File: config.mk
export PLATFORM = sky130hd
export DESIGN_NAME = uart_tx_fifo
export DESIGN_NICKNAME = d
export VERILOG_FILES = /design/src/rtl/uart_pkg.sv /design/src/rtl/uart_fifo_mem.sv /design/src/rtl/uart_tx_fifo.sv
export SDC_FILE = /design/constraint.sdc
export NUM_CORES = 1
export LEC_CHECK = 0
export CAP_MARGIN = 5
export CORE_MARGIN = 2
export CORE_UTILIZATION = 49
export DETAILED_ROUTE_END_ITERATION = 10
export HOLD_SLACK_MARGIN = 0.08
export PLACE_DENSITY_LB_ADDON = 0.15
export SETUP_SLACK_MARGIN = 0.2
export SYNTH_ARGS = -nofsm -noshare
export SYNTH_HDL_FRONTEND = slang
export SYNTH_SLANG_ARGS = --single-unit
File: constraint.sdc
create_clock -name clk -period 4.3 [get_ports clk]
set_clock_uncertainty 0.05 [all_clocks]
set_input_delay 1.075 -clock clk [delete_from_list [all_inputs] [get_ports clk]]
set_output_delay 1.075 -clock clk [all_outputs]
set_load 0.005 [all_outputs]
File: src/rtl/uart_pkg.sv
// Shared UART package: FIFO FSM state encoding and default widths/depths.
// Used by the TX FIFO today and intended for the RX FIFO as well.
package uart_pkg;

    localparam int UART_DATA_BITS_DEFAULT     = 8;
    localparam int UART_TX_FIFO_DEPTH_DEFAULT = 16;

    typedef enum logic [1:0] {
        IDLE = 2'd0,
        SEND = 2'd1,
        GAP  = 2'd2
    } tx_fifo_state_t;

endpackage

File: src/rtl/uart_fifo_mem.sv
// FIFO storage array: DEPTH x DATA_BITS registers, synchronous write,
// asynchronous read by address. Contents are never reset.
module uart_fifo_mem
    import uart_pkg::*;
#(
    parameter int DATA_BITS  = UART_DATA_BITS_DEFAULT,
    parameter int DEPTH      = UART_TX_FIFO_DEPTH_DEFAULT,
    localparam int ADDR_BITS = $clog2(DEPTH)
) (
    input  logic                 clk,
    input  logic                 wr_en_in,
    input  logic [ADDR_BITS-1:0] wr_addr_in,
    input  logic [DATA_BITS-1:0] wr_data_in,
    input  logic [ADDR_BITS-1:0] rd_addr_in,
    output logic [DATA_BITS-1:0] rd_data_out
);

    logic [DATA_BITS-1:0] mem_q [DEPTH];

    // Store the incoming byte at the write address.
    always_ff @(posedge clk) begin
        if (wr_en_in) begin
            mem_q[wr_addr_in] <= wr_data_in;
        end
    end

    assign rd_data_out = mem_q[rd_addr_in];

endmodule

File: src/rtl/uart_tx_fifo.sv
// Byte FIFO feeding the uart transmitter one byte at a time through the
// data_rdy / tx_data / tx_done handshake. Writes are single-cycle strobes.
// Optional build macro UART_TX_FIFO_OVF_STICKY_EN adds a sticky overflow
// flag (overflow_out) with a clear input (clr_ovf_in).
module uart_tx_fifo
    import uart_pkg::*;
#(
    parameter int DATA_BITS  = UART_DATA_BITS_DEFAULT,
    parameter int DEPTH      = UART_TX_FIFO_DEPTH_DEFAULT,
    localparam int ADDR_BITS = $clog2(DEPTH)
) (
    input  logic                 clk,
    input  logic                 nrst_in,
`ifdef UART_TX_FIFO_OVF_STICKY_EN
    input  logic                 clr_ovf_in,
    output logic                 overflow_out,
`endif
    input  logic                 wr_en_in,
    input  logic [DATA_BITS-1:0] wr_data_in,
    output logic                 full_out,
    output logic                 empty_out,
    output logic [ADDR_BITS:0]   count_out,
    output logic                 uart_data_rdy_out,
    output logic [DATA_BITS-1:0] uart_tx_data_out,
    input  logic                 uart_tx_done_in
);

    localparam int CNT_BITS = ADDR_BITS + 1;

    tx_fifo_state_t       state_q, state_d;
    logic [ADDR_BITS-1:0] wr_ptr_q, wr_ptr_d;
    logic [ADDR_BITS-1:0] rd_ptr_q, rd_ptr_d;
    logic [CNT_BITS-1:0]  count_q, count_d;
    logic                 full_q, full_d;
    logic                 empty_q, empty_d;
    logic                 rdy_q, rdy_d;
    logic [DATA_BITS-1:0] tx_data_q, tx_data_d;
    logic [DATA_BITS-1:0] rd_data;
    logic                 pop;
    logic                 wr_accept;

    uart_fifo_mem #(
        .DATA_BITS (DATA_BITS),
        .DEPTH     (DEPTH)
    ) u_mem (
        .clk         (clk),
        .wr_en_in    (wr_accept),
        .wr_addr_in  (wr_ptr_q),
        .wr_data_in  (wr_data_in),
        .rd_addr_in  (rd_ptr_q),
        .rd_data_out (rd_data)
    );

    // FSM state register.
    always_ff @(posedge clk) begin
        if (!nrst_in) begin
            state_q <= IDLE;
        end else begin
            state_q <= state_d;
        end
    end

    // FSM next state: fetch when data is queued, wait for the uart, idle one gap cycle.
    always_comb begin
        state_d = state_q;
        case (state_q)
            IDLE:    if (count_q != '0) state_d = SEND;
            SEND:    if (uart_tx_done_in) state_d = GAP;
            GAP:     state_d = IDLE;
            default: state_d = IDLE;
        endcase
    end

    // FSM outputs: pop on completion, ready only while a byte is being offered, latch byte on fetch.
    always_comb begin
        pop       = (state_q == SEND) && uart_tx_done_in;
        rdy_d     = (state_q == SEND) && !uart_tx_done_in;
        tx_data_d = tx_data_q;
        if ((state_q == IDLE) && (count_q != '0)) begin
            tx_data_d = rd_data;
        end
    end

    // Occupancy bookkeeping; a write while full is only taken if a pop frees the slot this cycle.
    always_comb begin
        wr_accept = wr_en_in && (!full_q || pop);
        wr_ptr_d  = wr_accept ? wr_ptr_q + ADDR_BITS'(1) : wr_ptr_q;
        rd_ptr_d  = pop ? rd_ptr_q + ADDR_BITS'(1) : rd_ptr_q;
        count_d   = count_q + CNT_BITS'(wr_accept) - CNT_BITS'(pop);
        full_d    = (count_d == CNT_BITS'(DEPTH));
        empty_d   = (count_d == '0);
    end

    // Pointer, count, flag and uart-side output registers.
    always_ff @(posedge clk) begin
        if (!nrst_in) begin
            wr_ptr_q  <= '0;
            rd_ptr_q  <= '0;
            count_q   <= '0;
            full_q    <= 1'b0;
            empty_q   <= 1'b1;
            rdy_q     <= 1'b0;
            tx_data_q <= '0;
        end else begin
            wr_ptr_q  <= wr_ptr_d;
            rd_ptr_q  <= rd_ptr_d;
            count_q   <= count_d;
            full_q    <= full_d;
            empty_q   <= empty_d;
            rdy_q     <= rdy_d;
            tx_data_q <= tx_data_d;
        end
    end

`ifdef UART_TX_FIFO_OVF_STICKY_EN
    logic ovf_q, ovf_d;
    logic drop;

    // Sticky overflow: a dropped write sets it and wins over a same-cycle clear.
    always_comb begin
        drop  = wr_en_in && full_q && !pop;
        ovf_d = ovf_q;
        if (clr_ovf_in) ovf_d = 1'b0;
        if (drop)       ovf_d = 1'b1;
    end

    // Overflow flag register.
    always_ff @(posedge clk) begin
        if (!nrst_in) begin
            ovf_q <= 1'b0;
        end else begin
            ovf_q <= ovf_d;
        end
    end

    assign overflow_out = ovf_q;
`endif

    assign full_out          = full_q;
    assign empty_out         = empty_q;
    assign count_out         = count_q;
    assign uart_data_rdy_out = rdy_q;
    assign uart_tx_data_out  = tx_data_q;

endmodule
==> impl_metrics.yaml, run 1 <==
synth:
  yosys.area_share.simple_pct: 4.69
  synth_ff_type: "edfxtp_1"
  synthMuxAreaShare_pct: 14.5
  synth_top_family_by_area: "multiplexers"
  synth_top_area_share_pct: 63.5
  ys_types: 36
  yosys.area.top_type: "edfxtp_1"
  ys_top_cells_by_area: "edfxtp_1, mux4_2, dfxtp_1"
  synth_xor_area_share_pct: 1.30
  synth_edf_count: 128
  ys_seq_area_share_pct: 72.1
  syn_avg_cell_area_um2: 18.2
  netlist_instances: 333
  synth_compound_area_share_pct: 2.83
  synth_area_um2: 6060
  synthArstFlopShare_pct: 0
  ys_ff_latch: 154
  syn-num-nets: 357
  yosysWarnings: 0
  synthAdderAreaFrac_pct: 2.60
flow_run:
  max_cap_violations: 0
floorplanning:
  ios: 28
  die_w_um: 115
  core-area_um2: 12100
  row_count: 40
  die_h_um: 115
  initial_utilization_pct: 50.2
  dieArea_um2: 13300
min_path:
  hold_path_class: "reg -> reg"
place:
  io_buffers: 27
  gp_congestion: 0.776
  hpwl_mm: 7.41
  placed_area_um2: 6660
power:
  powerDensity_nw_per_um2: 545
  ir_worst_vdd_mv: 0.351
  p_total_mw: 3.93
  power_leakage_nw: 2.37
timing:
  setup_viol: 0
  tightest_slew_ns: 0.597
  slew_headroom_pct: 60.2
  finalHoldViolations: 0
  finalMaxSlewViolations: 0
  rsz0062_at_grt: "no"
  fin_crit_sh_pct: 85.0
  setup_tns_ns: 0
  fin_crit_ns: 3.65
  max_freq_mhz: 274
route:
  viasPerCell: 5.41
  drcViolationCount: 0
  wl_per_cell_um: 20.5
  first_pass_iters: 4
  routed_wl_mm: 11.7
  first_iter_violations: 193
  drtAntennaViolNets: 0
  vias: 3078
outcome:
  status: "finished, final reports clean"
clock_tree:
  cts_sinks: 154
  clk_latency_ns: 0.43
  ctsRootBufferMaster: "clkbuf_16"
  cts_inserted_buffers: 17
  post_cts_resized: 0
  cts_tree: "done"
  clockBufferDepth: 2
  postCtsSetupBuffers: 0
  cts.reportedPaths.clkPinSlew_ns: 0.06
  ctsHoldBuffers: 0
  htreeDepth: 4
final_layout:
  antenna_cells: 0
  final_cell_area_um2: 7210
  synthToLayoutAreaGrowth_pct: 19.1
  finalNetCount: 412
  drive_above_1_share_pct: 21.4
  post-route-util_pct: 59.8
grt:
  overflow: 0
  grt_start_max_net_pins: 22
  grt_pass1_vias: 3130
  grt_first_pass_wirelength_mm: 18.0
  grt_use_total_pct: 19.4
  antenna_found_initial: 0
worst_setup_path:
  arrival_ns: 3.91
  critPathLaunchType: "primary input"
  critPathMaxFanout: 4
  end_kind: "flop"
  path_class: "in -> reg"
  crit_required_ns: 4.56
[metrics by stage]
| step | hold WS, ns | cells | worst slack (ns) |
|---|---|---|---|
| 3_3_place_gp | 0.420 | 537 | 0.326 |
| 6_report | 0.444 | 569 | 0.646 |
| 2_1_floorplan | 0.392 | 333 | 0.700 |
| 4_1_cts | 0.440 | 569 | 0.633 |
| 5_1_grt | 0.469 | 569 | 0.418 |
| 3_5_place_dp | 0.416 | 537 | 0.199 |
[path summary, 6_finish.rpt]
kind / start / end / slack, ns / cells after the start
worst min-delay path: state_q[1] / uart_data_rdy_out / 0.44 / 1
worst max register to register: state_q[1] / full_out / 1.38 / 12
worst min register to register: state_q[1] / uart_data_rdy_out / 0.44 / 1
worst max-delay path: uart_tx_done_in / full_out / 0.65 / 13
[cells in the final DEF, fill, tap and decap left out, drive strengths merged, types with 3 or more instances in the layout]
cell type	synthesis	routed
mux2i	16	16
clkdlybuf4s50	0	27
xnor2	3	3
a21oi	4	4
inv	12	12
or3	3	3
o221ai	7	7
nand3	8	8
nand2b	3	3
dfxtp	26	26
and2	3	3
edfxtp	128	128
xor2	6	6
clkinvlp	0	3
clkinv	1	11
mux4	32	32
nand2	7	7
nor3	6	6
clkbuf	5	17
nor2	21	21
ha	11	11
buf	11	25
[worst max-delay path, stage by stage]
cell and delay, ns:
clkdlybuf4s50_1 0.48, nand3b_1 0.16, a21boi_1 0.23, inv_1 0.06, ha_1 0.26, inv_1 0.07
ha_1 0.16, inv_1 0.06, fa_1 0.39, nand2b_1 0.17, a21oi_1 0.27, o21ai_0 0.16
a2111oi_0 0.37
[sequential cells by signal, summed over array words and instances, names as in the netlist]
name,cells
wr_ptr_q,4
uart_tx_data_out,8
u_mem.mem_q,128
rd_ptr_q,4
empty_out,1
uart_data_rdy_out,1
count_out,5
full_out,1
state_q,2
[cell usage after synthesis, drive strengths merged (2+ instances only)]
cell type / count
nor2: 21
and2: 3
nor4b: 2
nand3: 8
ha: 11
mux2i: 16
o221ai: 7
a21o: 2
o21ai: 2
edfxtp: 128
or3: 3
nand2b: 3
nand2: 7
dfxtp: 26
xnor2: 3
mux4: 32
inv: 12
clkbuf: 5
nor3: 6
o211ai: 2
a21oi: 4
a2111oi: 2
buf: 11
xor2: 6
[where the power goes]
group,switching (mW),internal [mW]
sequential,0.0734,1.74
clock,0.558,0.839
combinational,0.362,0.361
total,0.993,2.94
[cell type report]
cell class / instances / area, um2
timing repair buffer: 52 / 458
sequential: 154 / 4370
fill: 894 / 4850
multi-input combinational: 150 / 1570
clock inverter: 15 / 134
tap: 168 / 210
inverter: 13 / 48.8
clock buffer: 17 / 425
[logic make-up after synthesis]
group | after synthesis
compound gates | 23
xor+xnor | 9
fa+ha+maj | 12
buf+inv | 29
flops | 154
mux | 48
simple gates | 58
[routing by layer]
metal | up-vias | global-route usage (%) | wire, um
met5 | - | 0 | 0
met4 | 0 | 8.35 | 194
met3 | 14 | 4.43 | 486
met2 | 65 | 31.5 | 5920
met1 | 1580 | 25.4 | 5070
li1 | 1419 | - | -
Power figures use the tool's default switching activity.
==> run 2, diff against run 1 <==
==> constraint.sdc (replaced) <==
create_clock -name clk -period 3.4 [get_ports clk]
set_clock_uncertainty 0.05 [all_clocks]
set_input_delay 0.85 -clock clk [delete_from_list [all_inputs] [get_ports clk]]
set_output_delay 0.85 -clock clk [all_outputs]
set_load 0.005 [all_outputs]
==> run 2 against run 1 <==
Via count grew 1.1%. Sequential cell count is the same. Final cell count grew 0.18%. Sequential share of layout area shrank 0.93 points. Final area grew 1.6%. Critical path depth shrank 1. Clock-buffer cell count grew 1. Power grew 33%. Global-route usage grew 0.13 points.
==> impl_metrics.yaml, run 2 (synthesis gave the netlist of run 1 again) <==
floorplanning:
  initial_utilization_pct: 50.2
  ios: 28
  die_w_um: 115
  row_count: 40
  core-area_um2: 12100
  dieArea_um2: 13300
  die_h_um: 115
timing:
  rsz0062_at_grt: "no"
  max_freq_mhz: 330
  finalMaxSlewViolations: 0
  slew_headroom_pct: 33.5
  hold_ws_ns: 0.443
  finalHoldViolations: 0
  fin_crit_ns: 3.03
  setup_tns_ns: 0
  tightest_slew_ns: 0.994
  setup_ws_ns: 0.367
  setup_viol: 0
  fin_crit_sh_pct: 89.2
final_layout:
  seqCellArea_um2: 4370
  drive_above_1_share_pct: 25.4
  final_cell_area_um2: 7330
  mostFrequentLayoutCells: "edfxtp_1, mux4_2, clkdlybuf4s50_1, dfxtp_1, buf_4"
  multi_input_area_um2: 1640
  antenna_cells: 0
  post-route-util_pct: 60.7
  synthToLayoutAreaGrowth_pct: 21.0
  instances_no_fill: 570
  final_common_cell: "edfxtp_1"
  regMostFlops: "u_mem.mem_q"
  final.fill_count: 893
  largest_register_ffs: 128
  finalNetCount: 413
power:
  p_seq_share_pct: 44.0
  powerDensity_nw_per_um2: 713
  switching_share_pct: 26.6
  p_comb_share_pct: 20.7
  ir_worst_vdd_mv: 0.616
  power_leakage_nw: 2.40
  p_int_mw: 3.84
  p_total_mw: 5.23
  clockPowerShare_pct: 35.3
  p_switching_mw: 1.39
clock_tree:
  clk_latency_ns: 0.41
  clockBufferDepth: 2
  ctsRootBufferMaster: "clkbuf_16"
  cts_tree: "done"
  htreeDepth: 4
  cts_sinks: 154
  cts_inserted_buffers: 17
  ctsHoldBuffers: 0
  cts.reportedPaths.clkPinSlew_ns: 0.06
grt:
  grt_first_pass_wirelength_mm: 18.3
  overflow: 0
  grt_use_total_pct: 19.5
  grt_start_max_net_pins: 25
  antenna_found_initial: 0
  grt_pass1_vias: 3284
worst_setup_path:
  crit_top_cell: "inv_1"
  reg2reg_depth: 12
  critPathLaunchType: "primary input"
  slowest_stage: "clkdlybuf4s50_1"
  cp_cell_sequence: "clkdlybuf4s50_1 > a21boi_2 > inv_1 > ha_1 > inv_1 > ha_2 > inv_2 > fa_2 > nand2b_4 > a21oi_4 > o21ai_2 > a2111oi_4"
  rr_startpoint: "state_q[1]"
  cp-endpoint: "full_out"
  max_stage_delay_ns: 0.47
  r2r-end: "full_out"
  cp-startpoint: "wr_en_in"
  r2r_setup_slack_ns: 0.71
  arrival_ns: 3.29
  crit_required_ns: 3.65
  end_kind: "flop"
  path_class: "in -> reg"
  critPathMaxFanout: 4
route:
  viasPerCell: 5.46
  wl_per_cell_um: 20.8
  drtAntennaViolNets: 0
  drcViolationCount: 0
  routed_wl_mm: 11.8
  first_pass_iters: 4
  vias: 3112
  first_iter_violations: 236
flow_run:
  max_cap_violations: 0
outcome:
  status: "finished, final reports clean"
place:
  place_inst: 536
  place_ws_ns: -0.367
  gp_congestion: 0.770
  placed_area_um2: 6660
  io_buffers: 27
  hpwl_mm: 7.58
min_path:
  hold_path_class: "reg -> reg"
## run 2: cell count changes in the layout (fill, tap and decap cells not counted), sizes merged
| cell | previous run | this run |
|---|---|---|
| inv | 12 | 15 |
| clkinvlp | 3 | 4 |
| clkinv | 11 | 6 |
| buf | 25 | 26 |
| clkbuf | 17 | 18 |
| clkdlybuf4s50 | 27 | 26 |
| dlymetal6s2s | 0 | 1 |
## run 2: how the worst min path moves through the flow
| stage | from | endpoint | slack [ns] | depth (start not counted) |
|---|---|---|---|---|
| 2_1_floorplan | state_q[1] | uart_data_rdy_out | 0.39 | 1 |
| 3_3_place_gp | state_q[1] | uart_data_rdy_out | 0.43 | 1 |
| 3_5_place_dp | state_q[1] | uart_data_rdy_out | 0.43 | 1 |
| 4_1_cts | state_q[1] | uart_data_rdy_out | 0.44 | 1 |
| 5_1_grt | state_q[1] | uart_data_rdy_out | 0.47 | 1 |
| 6_report | state_q[1] | uart_data_rdy_out | 0.44 | 1 |
## run 2: critical path, delay by kind of cell
kind,cells,cell delay (ns)
AO/OA/AOI/OAI,4,0.86
adder cells (fa/ha/maj),3,0.80
buffers and inverters,4,0.62
AND/OR/NAND/NOR,1,0.16
## run 2: layout make-up
class                           count  area share, %
Clock buffer                       18           5.99
Clock inverter                     14           1.98
Inverter                           13          0.666
Multi-Input combinational cell    150           22.4
Sequential cell                   154           59.6
Tap cell                          168           2.87
Timing Repair Buffer               53           6.56
## run 2: power by group through the flow
stage / registers [mW] / clock network (mW) / logic, mW
2_1_floorplan: 2.31 / 0 / 0.555
3_3_place_gp: 2.34 / 0 / 0.897
3_5_place_dp: 2.34 / 0 / 0.916
4_1_cts: 2.30 / 1.88 / 0.961
5_1_grt: 2.31 / 1.95 / 1.18
6_report: 2.30 / 1.85 / 1.08
## run 2: routing by layer
metal / global-route usage, % / up-vias / share of wire [%]
met3: 5.48 / 16 / 3.8
met4: 7.15 / 0 / 1.6
met5: 0 / - / 0
met2: 33.1 / 63 / 52
li1: - / 1423 / -
met1: 24.2 / 1610 / 42
## run 2: timing repair
item,CTS,global route
endpoints found under the setup margin,2,3
pin swaps,0,5
buffers inserted,0,2
resized for setup,4,11
==> run 3, diff against run 2 <==
--- a/config.mk
+++ b/config.mk
@@ -5,7 +5,7 @@
 export SDC_FILE = /design/constraint.sdc
 export NUM_CORES = 1
 export LEC_CHECK = 0
-export CAP_MARGIN = 5
+export CAP_MARGIN = 20
 export CORE_MARGIN = 2
 export CORE_UTILIZATION = 49
 export DETAILED_ROUTE_END_ITERATION = 10
==> results of run 3 <==
Same layout as run 2: the final DEF is identical, and so are final timing and power.
